[src/rtl/bidir_shift_register.sv]
// Bidirectional DEPTH x WIDTH shift register: hold / shift left / shift right / parallel load,
// with fill counter and primed flag. Optional rotate input under BIDIR_SHIFT_REGISTER_ROTATE_EN.
module bidir_shift_register #(
    parameter int DEPTH = 8,
    parameter int WIDTH = 1
) (
    input  logic                           clk,
    input  logic                           reset,
    input  logic                           enable,
    input  logic [1:0]                     mode,
`ifdef BIDIR_SHIFT_REGISTER_ROTATE_EN
    input  logic                           rot,
`endif
    input  logic [WIDTH-1:0]               l_in,
    input  logic [WIDTH-1:0]               r_in,
    input  logic [WIDTH*DEPTH-1:0]         par_in,
    output logic [WIDTH-1:0]               l_out,
    output logic [WIDTH-1:0]               r_out,
    output logic [WIDTH*DEPTH-1:0]         par_out,
    output logic [$clog2(DEPTH+1)-1:0]     fill,
    output logic                           primed
);

    localparam int FW = $clog2(DEPTH + 1);
    localparam int TW = WIDTH * DEPTH;
    localparam logic [FW-1:0] FILL_FULL = FW'(DEPTH);

    localparam logic [1:0] MODE_HOLD  = 2'b00;
    localparam logic [1:0] MODE_LEFT  = 2'b01;
    localparam logic [1:0] MODE_RIGHT = 2'b10;
    localparam logic [1:0] MODE_LOAD  = 2'b11;

    // Stage i lives in stage_q[i*WIDTH +: WIDTH], so stage 0 is the low slice.
    logic [TW-1:0]    stage_q, stage_next;
    logic [FW-1:0]    fill_q, fill_next, fill_inc;
    logic             primed_q;
    logic [WIDTH-1:0] left_feed, right_feed;

    always_comb begin
        left_feed  = l_in;
        right_feed = r_in;
`ifdef BIDIR_SHIFT_REGISTER_ROTATE_EN
        if (rot) begin
            left_feed  = stage_q[TW-1 -: WIDTH];
            right_feed = stage_q[WIDTH-1:0];
        end
`endif
    end

    assign fill_inc = (fill_q == FILL_FULL) ? FILL_FULL : fill_q + FW'(1);

    always_comb begin
        stage_next = stage_q;
        fill_next  = fill_q;
        case (mode)
            MODE_HOLD: begin
                stage_next = stage_q;
                fill_next  = fill_q;
            end
            MODE_LEFT: begin
                stage_next = {stage_q[TW-WIDTH-1:0], left_feed};
                fill_next  = fill_inc;
            end
            MODE_RIGHT: begin
                stage_next = {right_feed, stage_q[TW-1:WIDTH]};
                fill_next  = fill_inc;
            end
            MODE_LOAD: begin
                stage_next = par_in;
                fill_next  = FILL_FULL;
            end
            default: begin
                stage_next = stage_q;
                fill_next  = fill_q;
            end
        endcase
    end

    always_ff @(posedge clk) begin
        if (reset) begin
            stage_q  <= '0;
            fill_q   <= '0;
            primed_q <= 1'b0;
        end else if (enable) begin
            stage_q  <= stage_next;
            fill_q   <= fill_next;
            primed_q <= (fill_next == FILL_FULL);
        end
    end

    assign l_out   = stage_q[TW-1 -: WIDTH];
    assign r_out   = stage_q[WIDTH-1:0];
    assign par_out = stage_q;
    assign fill    = fill_q;
    assign primed  = primed_q;

endmodule

[config.mk]
export PLATFORM = sky130hd
export DESIGN_NAME = bidir_shift_register
export DESIGN_NICKNAME = d
export VERILOG_FILES = /design/src/rtl/bidir_shift_register.sv
export SDC_FILE = /design/constraint.sdc
export NUM_CORES = 1
export LEC_CHECK = 0
export CAP_MARGIN = 15
export CORE_UTILIZATION = 40
export CTS_CLUSTER_DIAMETER = 50
export DETAILED_ROUTE_END_ITERATION = 12
export PLACE_DENSITY_LB_ADDON = 0.1
export SYNTH_ARGS = -nofsm -noshare
export SYNTH_HDL_FRONTEND = slang
export SYNTH_SLANG_ARGS = --single-unit
[constraint.sdc]
create_clock -name clk -period 2.4 [get_ports clk]
set_clock_uncertainty 0.15 [all_clocks]
set_input_delay 0.48 -clock clk [delete_from_list [all_inputs] [get_ports clk]]
set_output_delay 0.48 -clock clk [all_outputs]
set_load 0.01 [all_outputs]
Word-level counts from Yosys, hierarchy flattened
Cells that the tools add are included.
{"block": "word_totals", "ff_bits": 13, "in_bits": 15, "out_inout_bits": 15, "word_cells": 16}
{"block": "classes", "n_addsub": 1, "n_eq_ne": 5, "n_mux": 3, "bitwise_logic": 1, "reduce_logical": 3}
{"operator": "case mux 8 bit (3 select lines)", "n": 1}
{"operator": "case mux 4 bit (3 select lines)", "n": 1}
{"operator": "== test 4 bit, second input constant", "n": 2}
{"operator": "adder 4 x 1 -> 4 bit, second input constant", "n": 1}
{"operator": "== test 2 bit, second input constant", "n": 2}
{"operator": "2-to-1 mux 4 bit", "n": 1}
{"operator": "== test 2 x 1 -> 1 bit, second input constant", "n": 1}
{"operator": "zero test 2 bit", "n": 1}
{"operator": "AND reduction 2 bit", "n": 1}
{"operator": "OR reduction 2 bit", "n": 1}
{"operator": "inverter 1 bit", "n": 1}

Logic depth before layout (Yosys ltp)
Gate-level depths: netlist (run 1).
{"block": "depth", "ltp_word": 4, "ltp_mapped": 7, "depth_no_buf": 7}

Worst setup path before layout (run 1)
No wires, ideal clock.
{"block": "synth_timing", "path_kind": "reg-to-reg", "startpoint": "reg fill_q[0] (netlist: fill[0])", "endpoint": "reg primed_q (netlist: primed)", "setup_time_ns": 0.068, "arrival_ns": 1.676, "required_ns": 2.182, "setup_slack_ns": 0.507, "path_stages_with_launch": 6, "path_buffers": 0, "period_less_slack_ns": 1.893, "path_cell_list": "dfxtp_1 > inv_1 > ha_1 > or4_1 > a211o_1 > a21oi_2"}
{"block": "synth_via", "elab_chain_cells": 4, "elab_cells_between_ends": 5, "classes_between": "add/sub (1); eq/ne (2); mux (2)"}
{"element": "start, declared", "line_no": "35", "text": "logic [FW-1:0] fill_q, fill_next, fill_inc;"}
{"element": "start signal, assigned", "line_no": "86", "text": "fill_q <= fill_next;"}
{"element": "adder 4 x 1 -> 4 bit or == test 4 bit (tied branches)", "line_no": "50", "text": "assign fill_inc = (fill_q == FILL_FULL) ? FILL_FULL : fill_q + FW'(1);"}
{"element": "2-to-1 mux 4 bit", "line_no": "50"}
{"element": "case mux 4 bit (3 select lines) (*)", "line_no": "55", "text": "case (mode)"}
{"element": "== test 4 bit (*)", "line_no": "87", "text": "primed_q <= (fill_next == FILL_FULL);"}
{"element": "end signal, assigned", "line_no": "87"}
{"element": "end, declared", "line_no": "36", "text": "logic primed_q;"}
Mark *: on every way between the ends. The rest lies on a longest branch, timed or not.
A chain may end at the register's enable or synchronous reset.

Final worst setup path (run 1)
{"block": "layout_timing", "startpoint": "in mode[0]", "endpoint": "reg primed_q (netlist: primed)"}
{"block": "layout_via", "elab_chain_cells": 4, "elab_cells_between_ends": 7, "classes_between": "eq/ne (4); mux (1); reduce/logical (2)"}
{"element": "start, declared", "line_no": "10", "text": "input logic [1:0] mode,"}
{"element": "== test 2 bit or == test 2 x 1 -> 1 bit (tied branches)", "line_no": "55"}
{"element": "OR reduction 2 bit (no source line)"}
{"element": "case mux 4 bit (3 select lines) (*)", "line_no": "55"}
{"element": "== test 4 bit (*)", "line_no": "87"}
Marks and branches as above.

==> flow_results.org, run 1 <==
** Power
- Per report_power, the sequential group accounts for 45.5% of the total.
- Static Leak :: ~0.44 nW
- Switch Pwr :: between 0.15 and 0.2 mW
- In this run, the clock network consumes ~26% of the power.
- Areal power density over the cells :: about 490 nW/um^2
- Switch share :: between 20% and 30%
- Total power :: about 0.54 mW
- Cell-internal power :: roughly 0.39 mW
- Combinational logic burns around 29% of the power.
- Across the VDD grid, the largest voltage drop is between 0.3 and 0.4 mV.

** Worst setup path
- CP startpoint kind :: input port
- Endpoint type of the worst setup path :: flip-flop
- In this run the worst setup path begins at mode[0].
- Walking the worst path, the cells encountered are clkdlybuf4s50_1, inv_1, ha_1, nand2b_1, o32ai_1, a21oi_1, a211o_1, a21oi_2.
- The worst setup path is of the in -> reg kind.
- Crit path largest cell delay :: about 0.48 ns
- Together, buffers and inverters on the worst path number 2.
- For flop-to-flop paths, the worst setup slack is around 0.47 ns.
- In this design, the largest share of critical-path delay is due to compound AO/OA/AOI/OAI gates.
- Maximum net fanout on the critical path :: 4
- Data arrives at the worst endpoint at 2.19 ns.
- Required time at the worst-slack endpoint :: 2.46 ns
- For this design, the slowest cell found on the critical path is sky130_fd_sc_hd__clkdlybuf4s50_1.
- Launch instance of the worst register-to-register path :: fill[0]$_SDFFE_PP0P_

** Clock tree
- The clock passes through at most 2 buffers.
- The later pin in the worst-skew pair is clocked with a latency of 0.28 ns.
- In this run the post-CTS setup repair buffer count came out at 0.
- TritonCTS built the clock tree.
- Quantity of gates resized following cts :: 0
- Maximum level of the CTS H-tree :: 1
- CTS saw 13 sinks.
- Clock Pin Slew Worst Setup and Hold Paths :: approximately 0.08 ns
- Root Driver :: sky130_fd_sc_hd__clkbuf_4
- Total CTS buffers :: 3
- Buffers inserted to repair hold after CTS numbered 0.

** Synth
- The largest total area in the synthesized netlist belongs to sky130_fd_sc_hd__dfxtp_1.
- In this run, distinct cell masters in the synthesized netlist total 24.
- For this run, asynchronously set or reset flops after synthesis account for 0%.
- For this run, the number of Yosys warnings is 0.
- Yosys mapped a number of flops with a built-in enable equal to 0.
- By area the synthesized netlist is led by sky130_fd_sc_hd__dfxtp_1 34%, sky130_fd_sc_hd__a221o_1 11%, sky130_fd_sc_hd__ha_1 8.3%.
- The cell area that synthesis handed to floorplanning was about 760 um^2.
- Fraction of the yosys area taken by sequential cells :: between 30% and 40%
- List of most frequent post-synthesis cells :: 14 x sky130_fd_sc_hd__nor2_1, 13 x sky130_fd_sc_hd__dfxtp_1, 11 x sky130_fd_sc_hd__a21oi_1
- The share of synthesized area in the top cell type comes to 34.44%.
- Most used flip-flop cell after synthesis :: sky130_fd_sc_hd__dfxtp_1
- After technology mapping, the gate count stands at 95.
- Synthesis inferred 13 register bits.
- By instance count, the leading cell after synthesis is sky130_fd_sc_hd__nor2_1.
- The number of nets in the synthesized netlist is 115.
- Average instance area after synthesis :: between 7 and 8 um^2

** Floorplanning
- Full die area :: between 2000 and 2500 um^2
- I/O pin cnt :: 30
- DIE HEIGHT :: approximately 45 um
- Once the floorplan was initialized, standard cells occupied a little over two fifths of the core.
- Area of the placeable core :: approximately 1700 um^2
- In this run the core area contains 15 standard-cell rows.
- Floorplan die width :: roughly 45 um

** Routing
- Routed via count divided by cell count :: 5.255
- In the routed design, unresolved DRC markers number 0.
- Number of nets with antenna violations after routing :: 0
- Number of vias in the routed layout :: approximately 800
- Routed wire length :: around 1800 um
- Routed len/inst :: approximately 12 um
- 1st-iter DRT viols :: 19
- Pre-antenna DRT Iters :: 4

** Global routing
- Total GRT Usage :: about 20%
- Wire length of the first global-routing pass :: ~3000 um
- The number of antenna violations at the first check in global routing is 0.
- Total congestion overflow after global routing :: 0
- The via count of the first global-routing pass came to roughly 700.
- Maximum number of pins on one net before global-route repair :: 14

** Placed design
- Post-Place Cells :: ~150
- Number of I/O port buffers :: 29
- The congestion estimate from routability-driven global placement came to ~0.87.
- The HPWL after detailed placement is between 1000 and 1500 um.

** Status
- The run finished with clean final reports.

** Final layout
- The layout has 170 filler cells.
- Area growth from synthesis to final layout :: 48.01%
- Cells with a size suffix above 1 make up roughly a tenth of the layout.
- In the final design database the tool counted ~150 nets.
- Diode count :: 0
- Post-Layout Cell Count :: 153

** STA
- # setup viols final :: 0
- The final number of hold-violating endpoints was 0.
- Part of the cycle the worst path needs :: about nine tenths
- Final critical path time including I/O delays and setup :: around 2.1 ns
- Derived from the worst setup path, the maximum achievable clock frequency is around 0.47 GHz.
- Tightest slew margin relative to the limit :: between 60% and 70%
- Setup repair after global routing left no endpoint under its margin.
- At the pin with the least slew margin, the transition time is 0.5490 ns.
- Final Max Slew Viols :: 0

** Flow run
- Max capacitance violation total :: 0

** Hold path
- Origin of the worst min-delay path :: primed$_SDFFE_PP0P_
- Type of the tightest min-delay check :: reg -> reg
-- placed cells by master, fill, tap and decap left out --
cell type / count
sky130_fd_sc_hd__a211o_1: 1
sky130_fd_sc_hd__a211oi_1: 1
sky130_fd_sc_hd__a21o_2: 1
sky130_fd_sc_hd__a21oi_1: 11
sky130_fd_sc_hd__a21oi_2: 1
sky130_fd_sc_hd__a221o_1: 8
sky130_fd_sc_hd__and2b_2: 1
sky130_fd_sc_hd__and3_1: 1
sky130_fd_sc_hd__buf_4: 7
sky130_fd_sc_hd__clkbuf_1: 1
sky130_fd_sc_hd__clkbuf_4: 3
sky130_fd_sc_hd__clkdlybuf4s50_1: 29
sky130_fd_sc_hd__dfxtp_1: 13
sky130_fd_sc_hd__ha_1: 5
sky130_fd_sc_hd__inv_1: 5
sky130_fd_sc_hd__nand2_1: 2
sky130_fd_sc_hd__nand2b_1: 3
sky130_fd_sc_hd__nand3_1: 3
sky130_fd_sc_hd__nand4_1: 1
sky130_fd_sc_hd__nor2_1: 14
sky130_fd_sc_hd__nor2b_1: 1
sky130_fd_sc_hd__nor3_1: 10
sky130_fd_sc_hd__o21ai_0: 4
sky130_fd_sc_hd__o32ai_1: 1
sky130_fd_sc_hd__or4_1: 1
-- flip-flops by register name, indices dropped and copies added, names as in the netlist --
signal / count
primed: 1
par_out: 8
fill: 4
-- routing by layer --
layer / track usage, % / routed length, um / up-vias
met2: 30.86 / 854 / 19
li1: - / - / 412
met1: 26.02 / 882 / 371
met4: 9.091 / 21 / 0
met3: 5.952 / 83 / 2
met5: 0 / 0 / -
-- power groups by stage --
| stage | sequential, mW | combinational, mW | clock (mW) |
|---|---|---|---|
| floorplan | 0.256 | 0.0726 | 0 |
| global placement | 0.252 | 0.155 | 0 |
| detailed placement | 0.252 | 0.157 | 0 |
| CTS | 0.247 | 0.157 | 0.144 |
| global route | 0.250 | 0.172 | 0.155 |
| finish | 0.247 | 0.157 | 0.139 |
-- final timing paths --
kind / end / cells after the start
hold / removal: primed$_SDFFE_PP0P_ / 2
hold reg to reg: primed$_SDFFE_PP0P_ / 2
setup reg to reg: primed$_SDFFE_PP0P_ / 5
setup / recovery: primed$_SDFFE_PP0P_ / 8
-- stage by stage --
step	instance area [um^2]	setup WS, ns	setup TNS (ns)	utilization [%]	hold WS [ns]
finish	1119	0.2678	0	64.09	0.3474
global route	1119	0.1892	0	64.09	0.3783
CTS	1119	0.2812	0	64.09	0.3467
detailed placement	1092	-0.02354	-0.02354	62.58	0.3315
global placement	1092	0.01023	0	62.58	0.3315
floorplan	755.7	0.5065	0	-	0.3488
-- cell type report --
class	instances	area, um^2	share of cell area, %
clock buffers	4	26.28	2.349
inverters	5	18.77	1.678
multi-input cells	70	439.2	39.26
flip-flops and latches	13	260.3	23.27
well taps	25	31.28	2.796
repair buffers	36	342.8	30.65
-- kinds of logic (layout without fill, tap and decap cells) --
| logic type | count (synthesis) | in the layout | share of synthesized area [%] |
|---|---|---|---|
| AND/OR/NAND/NOR | 37 | 37 | 23.68 |
| adder cells (fa/ha/maj) | 5 | 5 | 8.278 |
| AO/OA/AOI/OAI | 28 | 28 | 26.16 |
| buffers and inverters | 12 | 45 | 7.450 |
| flip-flops | 13 | 13 | 34.44 |
-- worst min-delay path, stage by stage (launching register included) --
cell and delay, ns:
sky130_fd_sc_hd__dfxtp_1 0.33, sky130_fd_sc_hd__nand2b_1 0.08, sky130_fd_sc_hd__a21oi_2 0.05
Power figures use the tool's default switching activity.
==> run 2, diff against run 1 <==
Settings changed: CELL_PAD_IN_SITES_DETAIL_PLACEMENT set to 1, CELL_PAD_IN_SITES_GLOBAL_PLACEMENT set to 1, CORE_UTILIZATION 40 to 29.
==> run 2 against run 1 <==
Clock power rose by 4%; sequential share of layout area fell by 0.73 points; cell area up 3.2%; wire length is 24% higher; critical endpoint unchanged; critical path depth unchanged.
==> flow_results.org, run 2 (synthesis results as in run 1) <==
** Status
- The flow ran to the end, and the final reports show no timing, DRC or antenna violations.

** Hold path
- The worst hold path belongs to the class reg -> reg.

** STA
- Setup violations remaining at the end of the flow were counted as 0.
- Fmax achieved :: around 0.47 GHz
- Setup repair after global routing left no endpoint under its margin.
- Tightest slew margin relative to the limit :: around 61%
- Final Max Slew Viols :: 0
- Number of failing hold endpoints at the final stage :: 0
- Measured slew at the worst slew-check pin :: 0.5847 ns
- Part of the cycle the worst path needs :: roughly nine tenths
- Final critical path time including I/O delays and setup :: 2.140 ns

** Floorplanning
- For this design the top-level I/O count stands at 30.
- Full die area :: about 2800 um^2
- For this configuration, the core starts out at a cell density of between 30% and 40%.
- From bottom edge to top edge, the die measures between 50 and 60 um.
- Area of the placeable core :: about 2500 um^2
- Number of cell rows :: 18
- Floorplan die width :: 53.05 um

** Clock tree
- Quantity of gates resized following cts :: 0
- Total CTS buffers :: 3
- CTS placed an instance of sky130_fd_sc_hd__clkbuf_4 at the clock tree root.
- TritonCTS Sinks :: 13
- Buffers inserted to repair hold after CTS numbered 0.
- Clock-pin slew was measured on the worst setup and hold paths at around 0.080 ns.
- CTS built an H-tree with a depth of 1.
- Clock latency on the worst-skew pair, taken at its later pin, is roughly 0.28 ns.
- No sink is reached through more buffers than the 2 on the longest clock path.
- CTS tree :: yes
- Setup repair bufs after CTS :: 0

** Final layout
- Leaving out fill and tap cells, the most frequent cells in the layout are 29 x sky130_fd_sc_hd__clkdlybuf4s50_1, 14 x sky130_fd_sc_hd__nor2_1, 13 x sky130_fd_sc_hd__dfxtp_1.
- Number of fill cells in the layout :: 318
- The final layout contains roughly 150 nets.
- The finished layout holds between 150 and 200 standard cells, fillers aside.
- The post-route netlist has 12.88% of its cells at a drive strength greater than 1.
- The repair_antennas step left the layout with diodes totalling 0.
- Summing all multi-input logic gate instances after layout gives 439.2 um^2.
- Cells fill a little under half of the core in the end.
- Across the whole layout, storage elements account for between 200 and 300 um^2.
- The register with the most flip-flops in the layout has 8 of them.
- Leading cell type in the layout, fill and taps excluded :: sky130_fd_sc_hd__clkdlybuf4s50_1
- Compared with the post-synthesis result, the final layout area differs by 52.81%.

** Worst setup path
- Endpoint type of the worst setup path :: flip-flop
- The worst setup path is launched from an input port.
- Worst reg2reg endpoint :: primed$_SDFFE_PP0P_
- Walking the worst path, the cells encountered are clkdlybuf4s50_1, inv_1, ha_1, nand2b_1, o32ai_1, a21oi_1, a211o_1, a21oi_2.
- Worst reg-to-reg setup slack :: 0.43 ns
- Maximum net fanout on the critical path :: 3
- Launch instance of the worst register-to-register path :: fill[0]$_SDFFE_PP0P_
- Critical path destination :: primed$_SDFFE_PP0P_
- Kind of critical path :: in -> reg
- Gate family responsible for the most delay along the worst path :: compound AO/OA/AOI/OAI gates
- Data arrives at the worst endpoint at around 2.2 ns.
- Critical path origin :: mode[0]
- Crit path largest cell delay :: roughly 0.49 ns
- Counting both buffers and inverters, the worst setup path holds a total of 2.
- Counting buffers and inverters, the worst setup path is 8 cells deep.
- Required time at the worst-slack endpoint :: approximately 2.5 ns
- Path depth of the worst reg2reg path :: 5
- Slowest-stage cell, CP :: sky130_fd_sc_hd__clkdlybuf4s50_1

** Global routing
- Wire length of the first global-routing pass :: between 3000 and 4000 um
- For this run, global-route usage on met3 was measured as 6.034%.
- Maximum number of pins on one net before global-route repair :: 14
- Layer carrying the most global-route usage :: met2
- In the global route stage, overall resource usage came out at approximately a fifth.
- For this run the aggregate overflow at the end of global routing stands at 0.
- The number of antenna violations at the first check in global routing was 0.
- The via count of the first global-routing pass was ~840.
- Met2 track demand over resource :: 32.28%
- Met1 demand-to-capacity share in global routing :: about 22%

** Routing
- Routed len/inst :: roughly 14 um
- The detail route stage leaves a number of antenna-violating nets equal to 0.
- For this run, design rule violations remaining after detail routing come to 0.
- Before antenna repair, the detailed router went through 4 iterations.
- Routed via count divided by cell count :: 5.179
- 1st-iter DRT viols :: 18
- For this block, the routed nets add up to about 2300 um of wire.
- Number of vias in the routed layout :: 839

** Power
- After layout, the design draws a total of between 0.5 and 0.6 mW.
- Internal power comes to between 0.3 and 0.4 mW.
- Static Leak :: 0.4622 nW
- Maximum vdd ir drop :: around 0.25 mV
- Comb power frac :: about 30%
- Dividing total power by cell area gives a power density of 483.6 nW/um^2.
- Switch Pwr :: between 0.15 and 0.2 mW
- Switch share :: between 30 and 40%
- Relative contribution of the clock network to total power :: between 20% and 30%
- Reg power frac :: 44.4%

** Placed design
- During placement, the flow inserted port buffers numbering 29.
- Post-Place Cells :: 158
- Final weighted congestion of routability-driven global placement :: approximately 0.76
- HPWL after DPL :: roughly 1700 um

** Flow run
- Across the run, the number of max-cap violations was 0.
[run 2: cell type report]
class / count / area share, %
multi-input cells: 70 / 38.03
inverters: 5 / 1.625
well taps: 30 / 3.250
repair buffers: 40 / 32.29
clock buffers: 4 / 2.275
flip-flops and latches: 13 / 22.54
[run 2: power by group through the flow]
stage	combinational (mW)	sequential [mW]	clock, mW
after CTS	0.168	0.249	0.152
final	0.167	0.248	0.144
after global placement	0.164	0.253	0
after floorplan	0.0726	0.256	0
after global routing	0.184	0.251	0.162
after detailed placement	0.167	0.254	0
[run 2: per-stage QoR]
step / setup TNS [ns] / instance area, um^2 / hold WS [ns] / setup WS, ns
after CTS: 0 / 1155 / 0.3475 / 0.2773
after floorplan: 0 / 755.7 / 0.3488 / 0.5065
final: 0 / 1155 / 0.3481 / 0.2598
after global placement: 0 / 1129 / 0.3324 / 0.01179
after detailed placement: -0.04257 / 1129 / 0.3310 / -0.02498
after global routing: 0 / 1155 / 0.3615 / 0.1463
[run 2: worst register-to-register path, cell delays in order, from the launching register on]
cell	delay, ns
sky130_fd_sc_hd__dfxtp_1	0.44
sky130_fd_sc_hd__inv_1	0.09
sky130_fd_sc_hd__ha_1	0.33
sky130_fd_sc_hd__or4_1	0.48
sky130_fd_sc_hd__a211o_1	0.28
sky130_fd_sc_hd__a21oi_2	0.12
[run 2: worst min-delay path by stage]
stage                                    from                  end  depth (start not counted)
after floorplan           primed$_SDFFE_PP0P_  primed$_SDFFE_PP0P_                          2
after global placement    primed$_SDFFE_PP0P_  primed$_SDFFE_PP0P_                          2
after detailed placement  primed$_SDFFE_PP0P_  primed$_SDFFE_PP0P_                          2
after CTS                 primed$_SDFFE_PP0P_  primed$_SDFFE_PP0P_                          2
after global routing      primed$_SDFFE_PP0P_  primed$_SDFFE_PP0P_                          2
final                     primed$_SDFFE_PP0P_  primed$_SDFFE_PP0P_                          2
[run 2: routing by layer]
metal  wire length [um]  vias to the layer above
li1                   -                      417
met1               1105                      398
met2               1062                       19
met3                 90                        5
met4                 30                        0
met5                  0                        -
==> run 3, diff against run 2 <==
Settings changed: MAX_ROUTING_LAYER set to met4.
==> run 3 against run 2 <==
Non-clock buffer count stayed put; register-to-register slack hardly changed; critical path type unchanged; combinational power hardly changed; maximum frequency hardly changed; first-iteration DRC count is 5.6% lower; wire length hardly changed; largest cell class unchanged; clock power hardly changed; highest routed layer unchanged; core utilization stayed put; final cell count stayed put; via count is 0.48% higher; global-route usage is 0.54 points higher.
==> flow_results.org, run 3 (synthesis results as in run 1) <==
** Placed design
- HPWL after DPL :: roughly 1700 um
- Dpl cell area :: 1129 um^2
- The count of buffers added on input and output ports is 29.
- Final weighted congestion of routability-driven global placement :: 0.7721
- Counting tap cells, the placed design contains a total of about 160 instances.

** Clock tree
- The tree is rooted in a sky130_fd_sc_hd__clkbuf_4.
- Source-to-sink clock delay at the later pin of the worst-skew pair :: about 0.28 ns
- Counting along the longest clock path gives a buffer depth of 2.
- Counting the buffers created by CTS gives 3.
- TritonCTS built the clock tree.
- CTS built an H-tree with a depth of 1.
- After clock tree synthesis, the setup repair step added 0 buffers.
- The number of hold buffers added after CTS was 0.
- TritonCTS Sinks :: 13
- Clock Pin Slew Worst Setup and Hold Paths :: approximately 0.080 ns
- Post-CTS repair changed the size of 0 cells.

** Routing
- Once detail routing completed, the nets flagged for antenna violations numbered 0.
- Number of vias in the routed layout :: 843
- Routed wire length :: roughly 2300 um
- Routed len/inst :: 14.14 um
- Remaining DRCs :: 0
- Pre-antenna DRT Iters :: 4
- Routed via count divided by cell count :: around 5.2
- 1st-iter DRT viols :: 17

** Hold path
- Hold depth :: 2
- The min-delay analysis places its worst path in the category reg -> reg.
- The worst hold path begins at primed$_SDFFE_PP0P_.
- The worst hold path terminates at primed$_SDFFE_PP0P_.

** Flow run
- The tool flagged a number of max-cap violations equal to 0.

** Floorplanning
- From bottom edge to top edge, the die measures 53.05 um.
- The floorplan step defined a die boundary enclosing approximately 2800 um^2.
- Area of the placeable core :: 2477 um^2
- The initial utilization of the core area, before any placement, comes to between 30% and 40%.
- I/O pin cnt :: 30
- Floorplan die width :: about 53 um
- Number of cell rows :: 18

** STA
- Final Max Slew Viols :: 0
- Fmax achieved :: 0.4676 GHz
- The final critical path takes up around 90% of the cycle.
- Number of failing hold endpoints at the final stage :: 0
- Tightest slew margin relative to the limit :: between 60 and 70%
- The worst path needs between 2 and 2.5 ns of the cycle, external delays included.
- For the pin with the worst max-slew slack, the measured transition is slightly below 0.6 ns.
- # setup viols final :: 0
- Final worst hold slack :: between 0.3 and 0.4 ns
- Unrepaired setup endpoints after global routing :: false

** Power
- Static Leak :: about 0.46 nW
- Switch share :: between 30% and 40%
- Dividing total power by cell area gives a power density of a little under 500 nW/um^2.
- Of the total power, registers draw 44.5%.
- Combinational logic burns 29.9% of the power.
- IR analysis of the VDD net gives a maximum drop of roughly 0.25 mV.
- Cell-internal power :: about 0.39 mW
- The analysis attributes to net switching a power of around 0.17 mW.
- Relative contribution of the clock network to total power :: between 20% and 30%

** Worst setup path
- On the worst path, the slowest cell contributes a delay of 0.49 ns.
- Measured in cells, the most critical reg-to-reg path has a length of 5.
- Walking the worst path, the cells encountered are clkdlybuf4s50_1, inv_1, ha_1, nand2b_1, o32ai_1, a21oi_1, a211o_1, a21oi_2.
- In this run the register-to-register setup slack is 0.43 ns.
- Along the worst path, the maximum fanout reaches 3.
- The worst register-to-register path ends at primed$_SDFFE_PP0P_.
- Data arrival time of the worst path :: around 2.2 ns
- The worst setup path is launched from an input port.
- The startpoint identified for the worst register-to-register timing path is fill[0]$_SDFFE_PP0P_.
- Endpoint type of the worst setup path :: flip-flop
- The worst setup path is of the in -> reg kind.
- Slowest-stage cell, CP :: sky130_fd_sc_hd__clkdlybuf4s50_1
- At the worst endpoint, the required time is roughly 2.5 ns.

** Status
- Result of the run :: complete, no violations

** Final layout
- Of the cells placed in the final design, the portion with a size suffix greater than 1 is between 10 and 15%.
- Post-Layout Cell Count :: around 160
- Area growth from synthesis to final layout :: 52.81%
- Final std cell area, no fill :: around 1200 um^2
- After filler insertion, the fill cell instance count of the layout stands at between 300 and 400.
- The final layout contains ~150 nets.
- Largest register FFs :: 8
- The library cells used most frequently in the layout, excluding fill and tap cells, are 29 x sky130_fd_sc_hd__clkdlybuf4s50_1, 14 x sky130_fd_sc_hd__nor2_1, 13 x sky130_fd_sc_hd__dfxtp_1.
- 0 antenna diodes ended up in the layout.
- Leading cell type in the layout, fill and taps excluded :: sky130_fd_sc_hd__clkdlybuf4s50_1

** Global routing
- Across every metal layer, demand over resource in global routing totals between 15 and 20%.
- After global routing the overflow that remains totals 0.
- The first global-routing pass estimated ~3800 um of wire.
- The number of antenna violations at the first check in global routing was 0.
- The via count of the first global-routing pass came to ~830.
- Entering global routing, the biggest net connects 14 pins.
-- run 3: power by group through the flow --
stage               Sequential, mW  Combinational (mW)  Clock [mW]
CTS                          0.249               0.168       0.152
finish                       0.248               0.167       0.143
global route                 0.252               0.184       0.162
global placement             0.253               0.164           0
detailed placement           0.254               0.167           0
floorplan                    0.256              0.0726           0
-- run 3: cell type report --
cell class | instances | area (um^2) | area share [%]
Sequential cell | 13 | 260.3 | 22.54
Timing Repair Buffer | 40 | 372.9 | 32.29
Multi-Input combinational cell | 70 | 439.2 | 38.03
Tap cell | 30 | 37.54 | 3.250
Inverter | 5 | 18.77 | 1.625
Clock buffer | 4 | 26.28 | 2.275
-- run 3: worst max-delay path by stage --
stage | startpoint | to | slack (ns) | depth (start not counted)
after floorplan | fill[0]$_SDFFE_PP0P_ | primed$_SDFFE_PP0P_ | 0.51 | 5
after global placement | mode[0] | primed$_SDFFE_PP0P_ | 0.01 | 8
after detailed placement | mode[0] | primed$_SDFFE_PP0P_ | -0.02 | 6
after CTS | mode[0] | primed$_SDFFE_PP0P_ | 0.28 | 6
after global routing | mode[0] | par_out[2]$_SDFFE_PP0P_ | 0.15 | 7
final | mode[0] | primed$_SDFFE_PP0P_ | 0.26 | 8
-- run 3: worst max-delay path: cells and delay by family --
kind                       cells  cell delay (ns)
adders and majority gates      1             0.33
buffers and inverters          2             0.56
and+or+nand+nor                1             0.09
AOI/OAI and AO/OA              4             0.75
-- run 3: metal layers --
metal	track usage (%)	routed length, um	vias up
li1	-	-	418
met5	-	0	-
met4	6.579	29	0
met1	21.84	1081	401
met3	6.034	91	5
met2	32.28	1088	19
-- run 3: stage by stage --
| stage | setup WS, ns | TNS, ns | power (mW) | util (%) |
|---|---|---|---|---|
| after floorplan | 0.5065 | 0 | 0.3289 | - |
| after global placement | 0.01179 | 0 | 0.4167 | 45.56 |
| after detailed placement | -0.02498 | -0.04257 | 0.4211 | 45.56 |
| after CTS | 0.2773 | 0 | 0.5683 | 46.62 |
| after global routing | 0.1463 | 0 | 0.5976 | 46.62 |
| final | 0.2614 | 0 | 0.5578 | 46.62 |
